[src/rtl/mult_ctrl_pkg.sv]
// mult_ctrl_pkg
//   Shared definitions for the shift-and-add multiplier control unit:
//   default operand width, shadow counter width and the FSM state encoding.
//   ERROR is only reachable when MULT_CTRL_ERR_CHK_EN is defined, but the
//   encoding is reserved in every build so the debug state output keeps a
//   stable meaning.
package mult_ctrl_pkg;

  localparam int WIDTH_DEFAULT = 4;
  localparam int CNT_W_DEFAULT = 3;

  localparam logic [2:0] ST_IDLE  = 3'd0;
  localparam logic [2:0] ST_INIT  = 3'd1;
  localparam logic [2:0] ST_TEST  = 3'd2;
  localparam logic [2:0] ST_SHIFT = 3'd3;
  localparam logic [2:0] ST_DONE  = 3'd4;
  localparam logic [2:0] ST_ERROR = 3'd5;

  typedef enum logic [2:0] {
    S_IDLE  = ST_IDLE,
    S_INIT  = ST_INIT,
    S_TEST  = ST_TEST,
    S_SHIFT = ST_SHIFT,
    S_DONE  = ST_DONE,
    S_ERROR = ST_ERROR
  } state_t;

endpackage

[src/rtl/mult_controller.sv]
// mult_controller
//   Sequencer for a WIDTH-bit shift-and-add multiplier datapath (Q, R, P, G
//   registers, adder, iteration counter). One run is:
//     INIT  : clear P/G/counter, load Q and R
//     TEST  : if the multiplier LSB is 1, load adder sum/carry into P/G
//     SHIFT : shift G/P/Q right, bump the counter; leave after WIDTH passes
//     DONE  : one-cycle product-valid pulse
//
//   Handshake: Ctrl_Start is a level request sampled only in IDLE; there is
//   no back-pressure and no queuing, so a request seen outside IDLE is
//   dropped. Ctrl_Done is a single-cycle valid pulse; the product in the
//   datapath is only guaranteed during that cycle. Ctrl_Busy covers INIT
//   through the last SHIFT.
//
//   Optional build macro MULT_CTRL_ERR_CHK_EN: adds a CNT_W-bit shadow
//   iteration counter that cross-checks the datapath terminal flag. Any
//   disagreement traps the FSM in ERROR (Ctrl_Err=1) until reset. Without
//   the macro Ctrl_Err is tied low.
//
// Ports
//   Ctrl_Clock    in   rising-edge clock
//   Ctrl_Reset_n  in   synchronous active-low reset
//   Ctrl_Start    in   run request (level, sampled in IDLE)
//   Ctrl_Q_LSB    in   current multiplier LSB
//   Ctrl_Cnt_Out  in   datapath counter terminal flag (count == WIDTH-1)
//   Ctrl_Clear    out  clear P, G and counter
//   Ctrl_Load_Q   out  load multiplier register
//   Ctrl_Load_R   out  load multiplicand register
//   Ctrl_Load_P   out  load adder sum into P
//   Ctrl_Load_G   out  load adder carry into G
//   Ctrl_Shift    out  shift G/P/Q right by one
//   Ctrl_Cnt_En   out  increment iteration counter
//   Ctrl_Busy     out  run in progress (INIT .. last SHIFT)
//   Ctrl_Done     out  one-cycle product-valid pulse
//   Ctrl_Err      out  sequencing error flag
//   Ctrl_State    out  debug view of the FSM state register
import mult_ctrl_pkg::*;

module mult_controller #(
  parameter int WIDTH = WIDTH_DEFAULT,
  parameter int CNT_W = CNT_W_DEFAULT
) (
  input  logic       Ctrl_Clock,
  input  logic       Ctrl_Reset_n,
  input  logic       Ctrl_Start,
  input  logic       Ctrl_Q_LSB,
  input  logic       Ctrl_Cnt_Out,
  output logic       Ctrl_Clear,
  output logic       Ctrl_Load_Q,
  output logic       Ctrl_Load_R,
  output logic       Ctrl_Load_P,
  output logic       Ctrl_Load_G,
  output logic       Ctrl_Shift,
  output logic       Ctrl_Cnt_En,
  output logic       Ctrl_Busy,
  output logic       Ctrl_Done,
  output logic       Ctrl_Err,
  output logic [2:0] Ctrl_State
);

  state_t state;
  state_t next_state;

  // High in SHIFT when the shadow counter disagrees with the datapath flag.
  logic cnt_mismatch;

  always_ff @(posedge Ctrl_Clock) begin
    if (!Ctrl_Reset_n) begin
      state <= S_IDLE;
    end else begin
      state <= next_state;
    end
  end

`ifdef MULT_CTRL_ERR_CHK_EN
  localparam logic [CNT_W-1:0] LAST_ITER = CNT_W'(WIDTH - 1);

  logic [CNT_W-1:0] shadow_cnt;

  // Mirrors the datapath counter: zeroed with the datapath clear in INIT,
  // advanced alongside Ctrl_Cnt_En in SHIFT.
  always_ff @(posedge Ctrl_Clock) begin
    if (!Ctrl_Reset_n) begin
      shadow_cnt <= '0;
    end else if (state == S_INIT) begin
      shadow_cnt <= '0;
    end else if (state == S_SHIFT) begin
      shadow_cnt <= shadow_cnt + 1'b1;
    end
  end

  always_comb begin
    cnt_mismatch = 1'b0;
    if (state == S_SHIFT) begin
      cnt_mismatch = (Ctrl_Cnt_Out != (shadow_cnt == LAST_ITER));
    end
  end
`else
  // Parameters only matter to the shadow counter; keep them referenced.
  logic unused_cfg;
  assign unused_cfg   = (WIDTH > 0) ^ (CNT_W > 0);
  assign cnt_mismatch = 1'b0;
`endif

  // Next-state and output decode. Everything is a function of state except
  // the TEST-state P/G loads, which follow the multiplier LSB directly.
  always_comb begin
    next_state  = state;
    Ctrl_Clear  = 1'b0;
    Ctrl_Load_Q = 1'b0;
    Ctrl_Load_R = 1'b0;
    Ctrl_Load_P = 1'b0;
    Ctrl_Load_G = 1'b0;
    Ctrl_Shift  = 1'b0;
    Ctrl_Cnt_En = 1'b0;
    Ctrl_Busy   = 1'b0;
    Ctrl_Done   = 1'b0;
    Ctrl_Err    = 1'b0;

    case (state)
      S_IDLE: begin
        if (Ctrl_Start) begin
          next_state = S_INIT;
        end
      end

      S_INIT: begin
        Ctrl_Clear  = 1'b1;
        Ctrl_Load_Q = 1'b1;
        Ctrl_Load_R = 1'b1;
        Ctrl_Busy   = 1'b1;
        next_state  = S_TEST;
      end

      S_TEST: begin
        Ctrl_Load_P = Ctrl_Q_LSB;
        Ctrl_Load_G = Ctrl_Q_LSB;
        Ctrl_Busy   = 1'b1;
        next_state  = S_SHIFT;
      end

      S_SHIFT: begin
        Ctrl_Shift  = 1'b1;
        Ctrl_Cnt_En = 1'b1;
        Ctrl_Busy   = 1'b1;
        if (cnt_mismatch) begin
          next_state = S_ERROR;
        end else if (Ctrl_Cnt_Out) begin
          next_state = S_DONE;
        end else begin
          next_state = S_TEST;
        end
      end

      // Start is deliberately not looked at here: IDLE always lasts at
      // least one cycle between runs.
      S_DONE: begin
        Ctrl_Done  = 1'b1;
        next_state = S_IDLE;
      end

`ifdef MULT_CTRL_ERR_CHK_EN
      // Sticky trap: only reset leaves it.
      S_ERROR: begin
        Ctrl_Err   = 1'b1;
        next_state = S_ERROR;
      end
`endif

      default: begin
        next_state = S_IDLE;
      end
    endcase
  end

  assign Ctrl_State = state;

endmodule
[config.mk]
export PLATFORM = sky130hd
export DESIGN_NAME = mult_controller
export DESIGN_NICKNAME = d
export VERILOG_FILES = /design/src/rtl/mult_ctrl_pkg.sv /design/src/rtl/mult_controller.sv
export SDC_FILE = /design/constraint.sdc
export NUM_CORES = 1
export LEC_CHECK = 0
export ABC_CLOCK_PERIOD_IN_PS = 1450
export BUFFER_PORTS_ARGS = -buffer_cell sky130_fd_sc_hd__clkbuf_2
export CORE_AREA = 2 2 39 41
export CTS_CLUSTER_SIZE = 10
export DETAILED_ROUTE_END_ITERATION = 6
export DIE_AREA = 0 0 41 43
export GPL_ROUTABILITY_DRIVEN = 1
export GPL_TIMING_DRIVEN = 0
export SYNTH_ARGS = -nofsm -noshare
export SYNTH_HDL_FRONTEND = slang
export SYNTH_SLANG_ARGS = --single-unit
[constraint.sdc]
create_clock -name Ctrl_Clock -period 1.45 [get_ports Ctrl_Clock]
set_clock_uncertainty 0.1 [all_clocks]
set_input_delay 0.29 -clock Ctrl_Clock [delete_from_list [all_inputs] [get_ports Ctrl_Clock]]
set_output_delay 0.29 -clock Ctrl_Clock [all_outputs]
set_load 0.01 [all_outputs]
-- After elaboration in Yosys (flattened, before gate mapping)
Cells that the tools add are included.
- eq/ne operators: 5
- reduce and logical (&&, ||, !) cells: 2
- mux-type cells: 8
- operators by type and width (operator ; count):
    3-bit case mux with 4 select lines ; 1
    3-bit by 2-bit == test with 1-bit output (second input constant) ; 2
    3-bit 2-to-1 mux ; 2
    1-bit 2-to-1 mux ; 5
    3-bit by 1-bit == test with 1-bit output (second input constant) ; 1
    3-bit == test (second input constant) ; 1
    3-bit logical NOT ; 1
    3-bit OR reduction ; 1
    2-bit != test (second input constant) ; 1
- flip-flop bits (word level): 3
- logic and storage cells: 16
- input port bits: 5
- output and inout port bits: 13

-- Logic depth before layout (Yosys ltp)
Gate-level depths: netlist of run 1.
- depth in word-level cells: 3
- mapped depth: 3
- gate-level depth less buffers: 2

-- Least setup slack after synthesis of run 1
Ideal clock, no wire load.
- path kind: flip-flop to output port
- start: register state[0], in the netlist Ctrl_State[0]
- end: output Ctrl_Load_Q
- data required time: 1.060 ns
- stages on the path, launching flop included: 3
- path buffers: 1
- arrival: 1.097 ns
- path slack: -0.037 ns
- cell sequence: dfxtp_1 nor3b_1 buf_4
- longest elaborated chain between the ends: 2
- ends and longest elaborated chain (what ; RTL line ; source):
    from (decl) ; mult_controller.sv:61 ; state_t state;
    from (signal assigned) ; mult_controller.sv:71 ; state <= next_state;
    3-bit by 1-bit == test with 1-bit output ; -- ;
    1-bit 2-to-1 mux ; -- ;
    to (decl) ; mult_controller.sv:49 ; output logic Ctrl_Load_Q,
Every way passes these cells.

-- Final worst setup path of run 1
- start: register state[1], in the netlist Ctrl_State[1]
- end: output Ctrl_Cnt_En
- longest elaborated chain between the ends: 2
- ends and longest elaborated chain (what ; RTL line ; source):
    3-bit by 2-bit == test with 1-bit output ; mult_controller.sv:120 ; case (state)
    1-bit 2-to-1 mux ; mult_controller.sv:120 ;
    to (decl) ; mult_controller.sv:54 ; output logic Ctrl_Cnt_En,
Every way passes these cells.

==> results of run 1 <==
[Yosys cell counts (all sizes together)]
cell type	count
and2	1
nor2	3
nand2	1
nand3	1
and3b	1
nor3	1
buf	5
and3	1
conb	1
dfxtp	3
nor4b	1
nor3b	1
and4bb	1
[final timing paths]
kind	slack [ns]	start	cells after the start	end
max	-0.02	Ctrl_State[1]$_SDFFE_PN0P_	3	Ctrl_Cnt_En
min	0.20	Ctrl_Start	3	Ctrl_State[0]$_SDFFE_PN0P_
max reg2reg	0.34	Ctrl_State[1]$_SDFFE_PN0P_	3	Ctrl_State[2]$_SDFFE_PN0P_
min reg2reg	0.37	Ctrl_State[0]$_SDFFE_PN0P_	1	Ctrl_State[0]$_SDFFE_PN0P_
[metrics by stage]
stage | setup slack, ns | cell area [um2] | instances | total power, W
after floorplan | 0.02778 | 182.7 | 21 | 0.0001377
after global placement | 0.1124 | 282.8 | 53 | 0.0001663
after detailed placement | 0.09198 | 282.8 | 53 | 0.0001672
after CTS | -0.007455 | 342.8 | 57 | 0.0003267
after global routing | -0.06077 | 380.4 | 59 | 0.0003570
final | -0.01871 | 380.4 | 59 | 0.0003332
[routing by layer]
metal	vias up	global-route usage (%)	share of wire [%]
li1	111	-	-
met1	92	4.473	31
met2	14	9.688	54
met3	0	7.330	16
met4	0	6.000	0
met5	-	0	0
[cells in the final DEF, fill, tap and decap left out, types with 3 or more instances in the layout]
cell type  netlist  final
buf_4            5      7
buf_6            0      3
clkbuf_2         0     13
clkbuf_4         0      3
dfxtp_4          0      3
nor2_1           3      3
[report_power, final]
group | internal (W) | total [W] | switching [W]
logic | 0.0000534 | 0.0000902 | 0.0000368
registers | 0.0000869 | 0.0000987 | 0.0000118
clock network | 0.000103 | 0.000144 | 0.0000412
total | 0.000243 | 0.000333 | 0.0000899
[worst reg2reg max path, cell delays in order (launching register included)]
cell and delay [ns]:
dfxtp_4 0.36, buf_4 0.15, and3b_2 0.22, and3_1 0.17
[area by class of cell]
cell class,instances,share of cell area (%)
clock buffers,4,6.908
repair buffers,19,31.91
flip-flops and latches,3,18.75
well taps,16,5.263
plain buffers,4,7.895
multi-input cells,13,29.28
[logic make-up after synthesis]
family	Yosys count	share of synthesized area, %
buffers and inverters	5	21.13
other	1	2.111
AND/OR/NAND/NOR	12	42.96
flip-flops	3	33.80
[timing repair]
item / 4_1_cts / 5_1_grt
hold buffers: 0 / 0
endpoints found under the setup margin: 8 / 5
buffers inserted: 1 / 2
pin swaps: 0 / 2
resized for setup: 12 / 6
==> out/results.tsv, run 1 <==
metric	value	unit
run_status	complete, but fails checks	
violations	setup timing	
drt-pass1-iter-count	2	
critPathRequiredTime	1.06	ns
die_area	1763	um2
grt_pass1_vias	196	
syn_inst	21	
path_clk_slew	0.04	ns
grt_usage	6.814	%
crit_chain	buf_4, and3b_2, clkbuf_2	
fin_nets	49	
cts_buffers	3	
drive_above_1_share	81.40	%
syn_avg_cell_area	8.460	um2
setup_viol	2	
tritoncts	built	
synth_top_area_share	33.80	%
synth_area	177.7	um2
ant_nets	0	
slowest_stage	dfxtp_4	
critical_path_class	flip-flop to output port	
finalCritPeriodShare	101.3	%
fin_worst_hold_slack	0.2016	ns
worstSkewPairLatency	0.23	ns
critPathArrivalTime	1.08	ns
drt_iter0_drc	5	
synthTopCellsByArea	dfxtp_1, buf_4, and4bb_2	
ys_seq_area_share	33.80	%
netlist-cell-type-count	13	
ys_ff_latch	3	
multi_input_area	111.4	um2
setup_tns	-0.03577	ns
fp.dieW	41	um
port_buffers	16	
power_leakage	0.2006	nW
io_pins	18	
wl	508	um
start_util	12.84	%
cts.sinks	3	
vdd_drop_max	0.0001440	V
htreeDepth	1	
wire_per_inst	8.610	um
critical-path-top-delay-family	flip-flops	
synthesis.nets	26	
diodes	0	
largest_register_ffs	3	
area_delta_synth_final	114.1	%
holdCritPathClass	primary input to flip-flop	
gp_congestion	0.5570	
crit_fanout	5	
grt_pass1_wl	717	um
grt_max_degree	8	
core.rowCount	14	
drcViolationCount	0	
rsz0062_at_grt	true	
report.final.slew_viol_count	0	
fp.coreArea	1384	um2
clockBufferDepth	2	
vias	217	
regArea	71.32	um2
critPathLaunchType	flip-flop	
max_stage_delay	0.36	ns
cts_root_buf	clkbuf_4	
endpoint_kind	output port	
fin_ws	-0.01871	ns
fin_util	27.49	%
max_freq	0.6809	GHz
timing.critical_path.buf_inv	2	
dp_hpwl	338.3	um
viasPerCell	3.678	
antenna_found_initial	0	
period_minus_slack	1.469	ns
drv_cap	0	
hold_viol	0	
fill_cells	153	
grt-ovfl-total	0	
yosys_warnings	0	
pwr_density_cell	875.9	nW/um2
die_h	43	um
synth_area_leader_cell	dfxtp_1	
(Power assumes the default switching activity.)
==> run 2: changes to the inputs <==
==> constraint.sdc (replaced) <==
create_clock -name Ctrl_Clock -period 1.45 [get_ports Ctrl_Clock]
set_clock_uncertainty 0.1 [all_clocks]
set_input_delay 0.145 -clock Ctrl_Clock [delete_from_list [all_inputs] [get_ports Ctrl_Clock]]
set_output_delay 0.145 -clock Ctrl_Clock [all_outputs]
set_load 0.01 [all_outputs]
==> run 2 against run 1 <==
The run now ends clean. Sequential share of layout area is 0.94 points higher. Core utilization is 4.1 points lower. Wire length is 4.1% lower. Count of clock-buffer cells in the layout stayed put. Die area stayed put. Clock power is 6% higher. Total power is 2.6% lower. Via count is 2.8% lower. Critical path depth stayed put. Critical path type unchanged.
==> out/results.tsv, run 2 (synthesized netlist as in run 1, its figures left out) <==
metric	value	unit	change
p_seq_share	31.0	%	+1.4 points
p_clk_share	47.2	%	+3.9 points
ant_nets	0		unchanged
max_freq	0.7339	GHz	+7.8%
cts.sinks	3		unchanged
hold_viol	0		unchanged
cts_root_buf	clkbuf_4		
preCtsSetupSlack	0.1771	ns	+0.08514 ns
endpoint_kind	output port		
vdd_drop_max	0.0003527	V	+140%
holdCritPathClass	primary input to flip-flop		
internal_power	0.0002321	W	-4.6%
critPathLaunchType	flip-flop		
holdBufCountCts	0		unchanged
core.rowCount	14		unchanged
final_common_cell	clkbuf_2		
die_area	1763	um2	unchanged
pwr_density_cell	1001	nW/um2	+14%
viasPerCell	3.702		+0.65%
port_buffers	16		unchanged
grt_max_degree	9		+1
finalCritPeriodShare	93.97	%	-7.3 points
power_leakage	0.1811	nW	-9.7%
largest_register_ffs	3		unchanged
report.final.slew_viol_count	0		unchanged
fp.coreArea	1384	um2	unchanged
critPathArrivalTime	1.12	ns	+0.04 ns
cts_buffers	3		unchanged
wl	487	um	-4.1%
fin_ws	0.08741	ns	+0.1061 ns
fin_util	23.42	%	-4.1 points
post_cts_buffers	0		-1
critPathRequiredTime	1.21	ns	+0.15 ns
fill_cells	161		+5.2%
drive_above_1_share	75.61	%	-5.8 points
fin_worst_hold_slack	0.04920	ns	-0.1524 ns
hold_depth	3		unchanged
tritoncts	built		
antenna_found_initial	0		unchanged
power_frac_comb	21.8	%	-5.3 points
diodes	0		unchanged
drt_iter0_drc	0		-5
htreeDepth	1		unchanged
clockBufferDepth	2		unchanged
area_delta_synth_final	82.39	%	
wire_per_inst	8.544	um	-0.77%
swShare	28.49	%	+1.5 points
drt-pass1-iter-count	1		-1
grt-ovfl-total	0		unchanged
regArea	63.81	um2	-11%
reg2reg_depth	2		-1
place_area	277.8	um2	-1.8%
critical_path_class	flip-flop to output port		
setup_viol	0		-2
run_status	finished clean		
gp_congestion	0.6129		+10%
drcViolationCount	0		unchanged
crit_fanout	8		+3
fin_area	324.1	um2	-15%
setup_tns	0	ns	+0.03577 ns
drv_cap	0		unchanged
p_switching	0.00009245	W	+2.9%
worstSkewPairLatency	0.24	ns	about the same
grt_pass1_wl	724	um	+0.98%
multi_input_area	96.34	um2	-13%
layout_common_cells	clkbuf_2, buf_4, dfxtp_2, nor2_1, clkbuf_4		
period_minus_slack	1.363	ns	-0.1061 ns
vias	211		-2.8%
path_clk_slew	0.04	ns	about the same
grt_usage	6.613	%	-0.20 points
start_util	12.84	%	unchanged
io_pins	18		unchanged
fp.dieW	41	um	unchanged
grt_pass1_vias	176		-10%
fin_nets	47		-4.1%
die_h	43	um	unchanged
run 2: cell count changes in the layout (fill, tap and decap cells not counted), moves of 2 or more:
| cell | previous run | this run |
|---|---|---|
| dfxtp_2 | 0 | 3 |
| buf_6 | 3 | 0 |
| buf_4 | 7 | 5 |
| clkbuf_2 | 13 | 16 |
| dfxtp_4 | 3 | 0 |
run 2: final cells by class:
| type | instances | area share [%] |
|---|---|---|
| Buffer | 5 | 11.58 |
| Clock buffer | 4 | 8.108 |
| Multi-Input combinational cell | 13 | 29.73 |
| Sequential cell | 3 | 19.69 |
| Tap cell | 16 | 6.178 |
| Timing Repair Buffer | 16 | 24.71 |
run 2: path summary, 6_finish.rpt:
kind | slack [ns] | end | start
min reg2reg | 0.40 | Ctrl_State[0]$_SDFFE_PN0P_ | Ctrl_State[0]$_SDFFE_PN0P_
max | 0.09 | Ctrl_Shift | Ctrl_State[2]$_SDFFE_PN0P_
max reg2reg | 0.43 | Ctrl_State[2]$_SDFFE_PN0P_ | Ctrl_State[2]$_SDFFE_PN0P_
min | 0.05 | Ctrl_State[0]$_SDFFE_PN0P_ | Ctrl_Start
run 2: routing by layer:
| metal | GRT usage [%] | part of all wire (%) | wire (um) | vias to the layer above |
|---|---|---|---|---|
| li1 | - | - | - | 104 |
| met1 | 6.709 | 42 | 203 | 92 |
| met2 | 8.438 | 42 | 204 | 15 |
| met3 | 7.853 | 16 | 79 | 0 |
| met4 | 2.000 | 0 | 0 | 0 |
| met5 | 0 | 0 | 0 | - |
run 2: what timing repair did:
action | in CTS | in global routing
gates cloned | 0 | 0
resized for setup | 2 | 4
setup endpoints to repair | 4 | 4
run 2: per-stage QoR:
stage | instances | total power [W]
after global routing | 57 | 0.0003497
after floorplan | 21 | 0.0001365
final | 57 | 0.0003245
after global placement | 53 | 0.0001653
after CTS | 57 | 0.0003266
after detailed placement | 53 | 0.0001668
run 2: power by group through the flow:
stage	clock, W	sequential [W]	combinational [W]
after floorplan	0	0.0000989	0.0000376
after global placement	0	0.0000986	0.0000667
after detailed placement	0	0.0000990	0.0000678
after CTS	0.000160	0.0000985	0.0000686
after global routing	0.000167	0.000102	0.0000805
final	0.000153	0.000101	0.0000706
run 2: critical path: stages (launching register included):
cell      delay, ns
dfxtp_2        0.41
and3b_1        0.23
buf_4          0.13
clkbuf_2       0.11
==> run 3: changes to the inputs <==
--- a/config.mk
+++ b/config.mk
@@ -5,9 +5,10 @@
 export SDC_FILE = /design/constraint.sdc
 export NUM_CORES = 1
 export LEC_CHECK = 0
-export ABC_CLOCK_PERIOD_IN_PS = 1450
+export ABC_CLOCK_PERIOD_IN_PS = 1200
 export BUFFER_PORTS_ARGS = -buffer_cell sky130_fd_sc_hd__clkbuf_2
 export CORE_AREA = 2 2 39 41
+export CTS_BUF_LIST = sky130_fd_sc_hd__clkbuf_4 sky130_fd_sc_hd__clkbuf_8
 export CTS_CLUSTER_SIZE = 10
 export DETAILED_ROUTE_END_ITERATION = 6
 export DIE_AREA = 0 0 41 43
==> constraint.sdc (replaced) <==
create_clock -name Ctrl_Clock -period 1.2 [get_ports Ctrl_Clock]
set_clock_uncertainty 0.1 [all_clocks]
set_input_delay 0.12 -clock Ctrl_Clock [delete_from_list [all_inputs] [get_ports Ctrl_Clock]]
set_output_delay 0.12 -clock Ctrl_Clock [all_outputs]
set_load 0.01 [all_outputs]
==> run 3 against run 2 <==
The run now ends with setup timing left. Global-route usage is 0.60 points higher. First-iteration DRC count did not move. Hold slack lost 0.024 ns. Highest routed layer unchanged. Wire length increased by 0.41%. Worst setup slack got worse by 0.18 ns. Register-to-register slack lost 0.22 ns. Largest power group unchanged. Via count is 4.3% higher. Sequential share of layout area is 1.4 points lower. Combinational power grew 50%. Largest cell class unchanged. Non-clock buffer count rose by 2. Design area rose by 20%. Die area stayed put.
==> out/results.tsv, run 3 (synthesized netlist as in run 1, its figures left out) <==
metric	value	unit	change
run_status	complete, but fails checks		
violations	setup timing		
critical-path-top-delay-family	flip-flops		
vias	220		+4.3%
path_clk_slew	0.04	ns	about the same
cts_root_buf	clkbuf_4		
report.final.slew_viol_count	0		unchanged
wl_met1	135	um	-33%
rsz0062_at_grt	true		
reg2reg_depth	2		unchanged
path_depth	3		unchanged
setup.worst_path.end	Ctrl_Shift		
antenna_found_initial	0		unchanged
endpoint_kind	output port		
fin_util	28.12	%	+4.7 points
rr_startpoint	Ctrl_State[2]$_SDFFE_PN0P_		
wl	489	um	+0.41%
vdd_drop_max	0.0002147	V	-39%
top_layer	met3		
critPathArrivalTime	1.07	ns	-0.05 ns
wire_per_inst	8.288	um	-3.0%
ant_nets	0		unchanged
tritoncts	built		
power_leakage	0.2062	nW	+14%
finalCritPeriodShare	107.4	%	
holdCritPathClass	primary input to flip-flop		
critPathMostFrequentCell	buf_6		
fin_area	389.1	um2	+20%
max_freq	0.7757	GHz	
reg2reg_to	Ctrl_State[2]$_SDFFE_PN0P_		
core.rowCount	14		unchanged
regArea	71.32	um2	+12%
slowest_stage	dfxtp_4		
diodes	0		unchanged
grt_usage	7.214	%	+0.60 points
setup_tns	-0.3196	ns	-0.3196 ns
area_delta_synth_final	119.0	%	
port_buffers	16		unchanged
drcViolationCount	0		unchanged
hold_viol	0		unchanged
crit_fanout	5		-3
pwr_density_cell	1095	nW/um2	+9.4%
critical_path_class	flip-flop to output port		
drt-pass1-iter-count	1		unchanged
htreeDepth	1		unchanged
die_area	1763	um2	unchanged
place_area	287.8	um2	+3.6%
drv_cap	0		unchanged
fin_nets	49		+4.3%
final_common_cell	clkbuf_2		
setup_viol	6		+6
clockBufferDepth	2		unchanged
max_stage_delay	0.37	ns	-0.04 ns
rrSetupSlack	0.21	ns	-0.22 ns
timing.critical_path.buf_inv	2		unchanged
critPathRequiredTime	0.98	ns	-0.23 ns
fp.coreArea	1384	um2	unchanged
drive_above_1_share	83.72	%	+8.1 points
start_util	12.84	%	unchanged
worstSkewPairLatency	0.23	ns	about the same
period_minus_slack	1.289	ns	
dr_wl_met2	295	um	+45%
cts_buffers	3		unchanged
cp-startpoint	Ctrl_State[2]$_SDFFE_PN0P_		
grt_pass1_vias	218		+24%
multi_input_area	100.1	um2	+3.9%
fin_ws	-0.08913	ns	-0.1765 ns
dp_hpwl	384.2	um	
critPathLaunchType	flip-flop		
fp.dieW	41	um	unchanged
grt_max_degree	8		-1
io_pins	18		unchanged
gp_congestion	0.5089		-17%
largest_register_ffs	3		unchanged
wl_met3	59	um	-25%
crit_chain	and3b_2, buf_6, buf_6		
fill_cells	148		-8.1%
layout_common_cells	clkbuf_2, buf_4, buf_6, clkbuf_4		
grt_pass1_wl	738	um	+1.9%
grt-ovfl-total	0		unchanged
drt_iter0_drc	0		unchanged
die_h	43	um	unchanged
viasPerCell	3.729		+0.73%
cts.sinks	3		unchanged
run 3: power by group:
group / total (W) / switching, W / internal (W)
combinational: 0.000106 / 0.0000422 / 0.0000641
sequential: 0.000117 / 0.0000122 / 0.000105
clock: 0.000203 / 0.0000556 / 0.000147
run 3: worst reg2reg max path, cell delays in order (launching register included):
cell	delay (ns)
dfxtp_4	0.37
and3b_2	0.24
and3_1	0.17
run 3: worst min path at each step:
stage	start	to	slack, ns	cells after the start
final	Ctrl_Start	Ctrl_State[0]$_SDFFE_PN0P_	0.03	3
after global routing	Ctrl_Cnt_Out	Ctrl_State[2]$_SDFFE_PN0P_	0.03	2
after CTS	Ctrl_Start	Ctrl_State[0]$_SDFFE_PN0P_	0.02	3
after detailed placement	Ctrl_Cnt_Out	Ctrl_State[2]$_SDFFE_PN0P_	0.28	2
after global placement	Ctrl_Cnt_Out	Ctrl_State[2]$_SDFFE_PN0P_	0.28	2
after floorplan	Ctrl_Cnt_Out	Ctrl_State[2]$_SDFFE_PN0P_	0.17	1
run 3: what timing repair did:
| item | CTS | global route |
|---|---|---|
| setup endpoints to repair | 9 | 9 |
| gates resized for setup | 13 | 10 |
| hold buffers | 0 | 0 |
| buffers inserted | 2 | 0 |
run 3: final cells by class:
type / count / share of cell area [%]
Clock buffer: 4 / 7.717
Sequential cell: 3 / 18.33
Tap cell: 16 / 5.145
Timing Repair Buffer: 18 / 32.48
Multi-Input combinational cell: 13 / 25.72
Buffer: 5 / 10.61
run 3: routing by layer:
layer / GRT usage, % / up-vias
met5: 0 / -
met4: 8.000 / 0
met3: 6.283 / 0
met2: 11.56 / 11
met1: 3.514 / 97
li1: - / 112
run 3: stage by stage:
stage	power (W)	worst slack (ns)	std cells	hold WS, ns
floorplan	0.0001675	0.03541	21	0.1659
global placement	0.0002023	0.03630	53	0.2761
detailed placement	0.0002038	0.02057	53	0.2779
CTS	0.0004322	-0.1027	59	0.02095
global route	0.0004627	-0.1444	59	0.02658
finish	0.0004263	-0.08913	59	0.02557
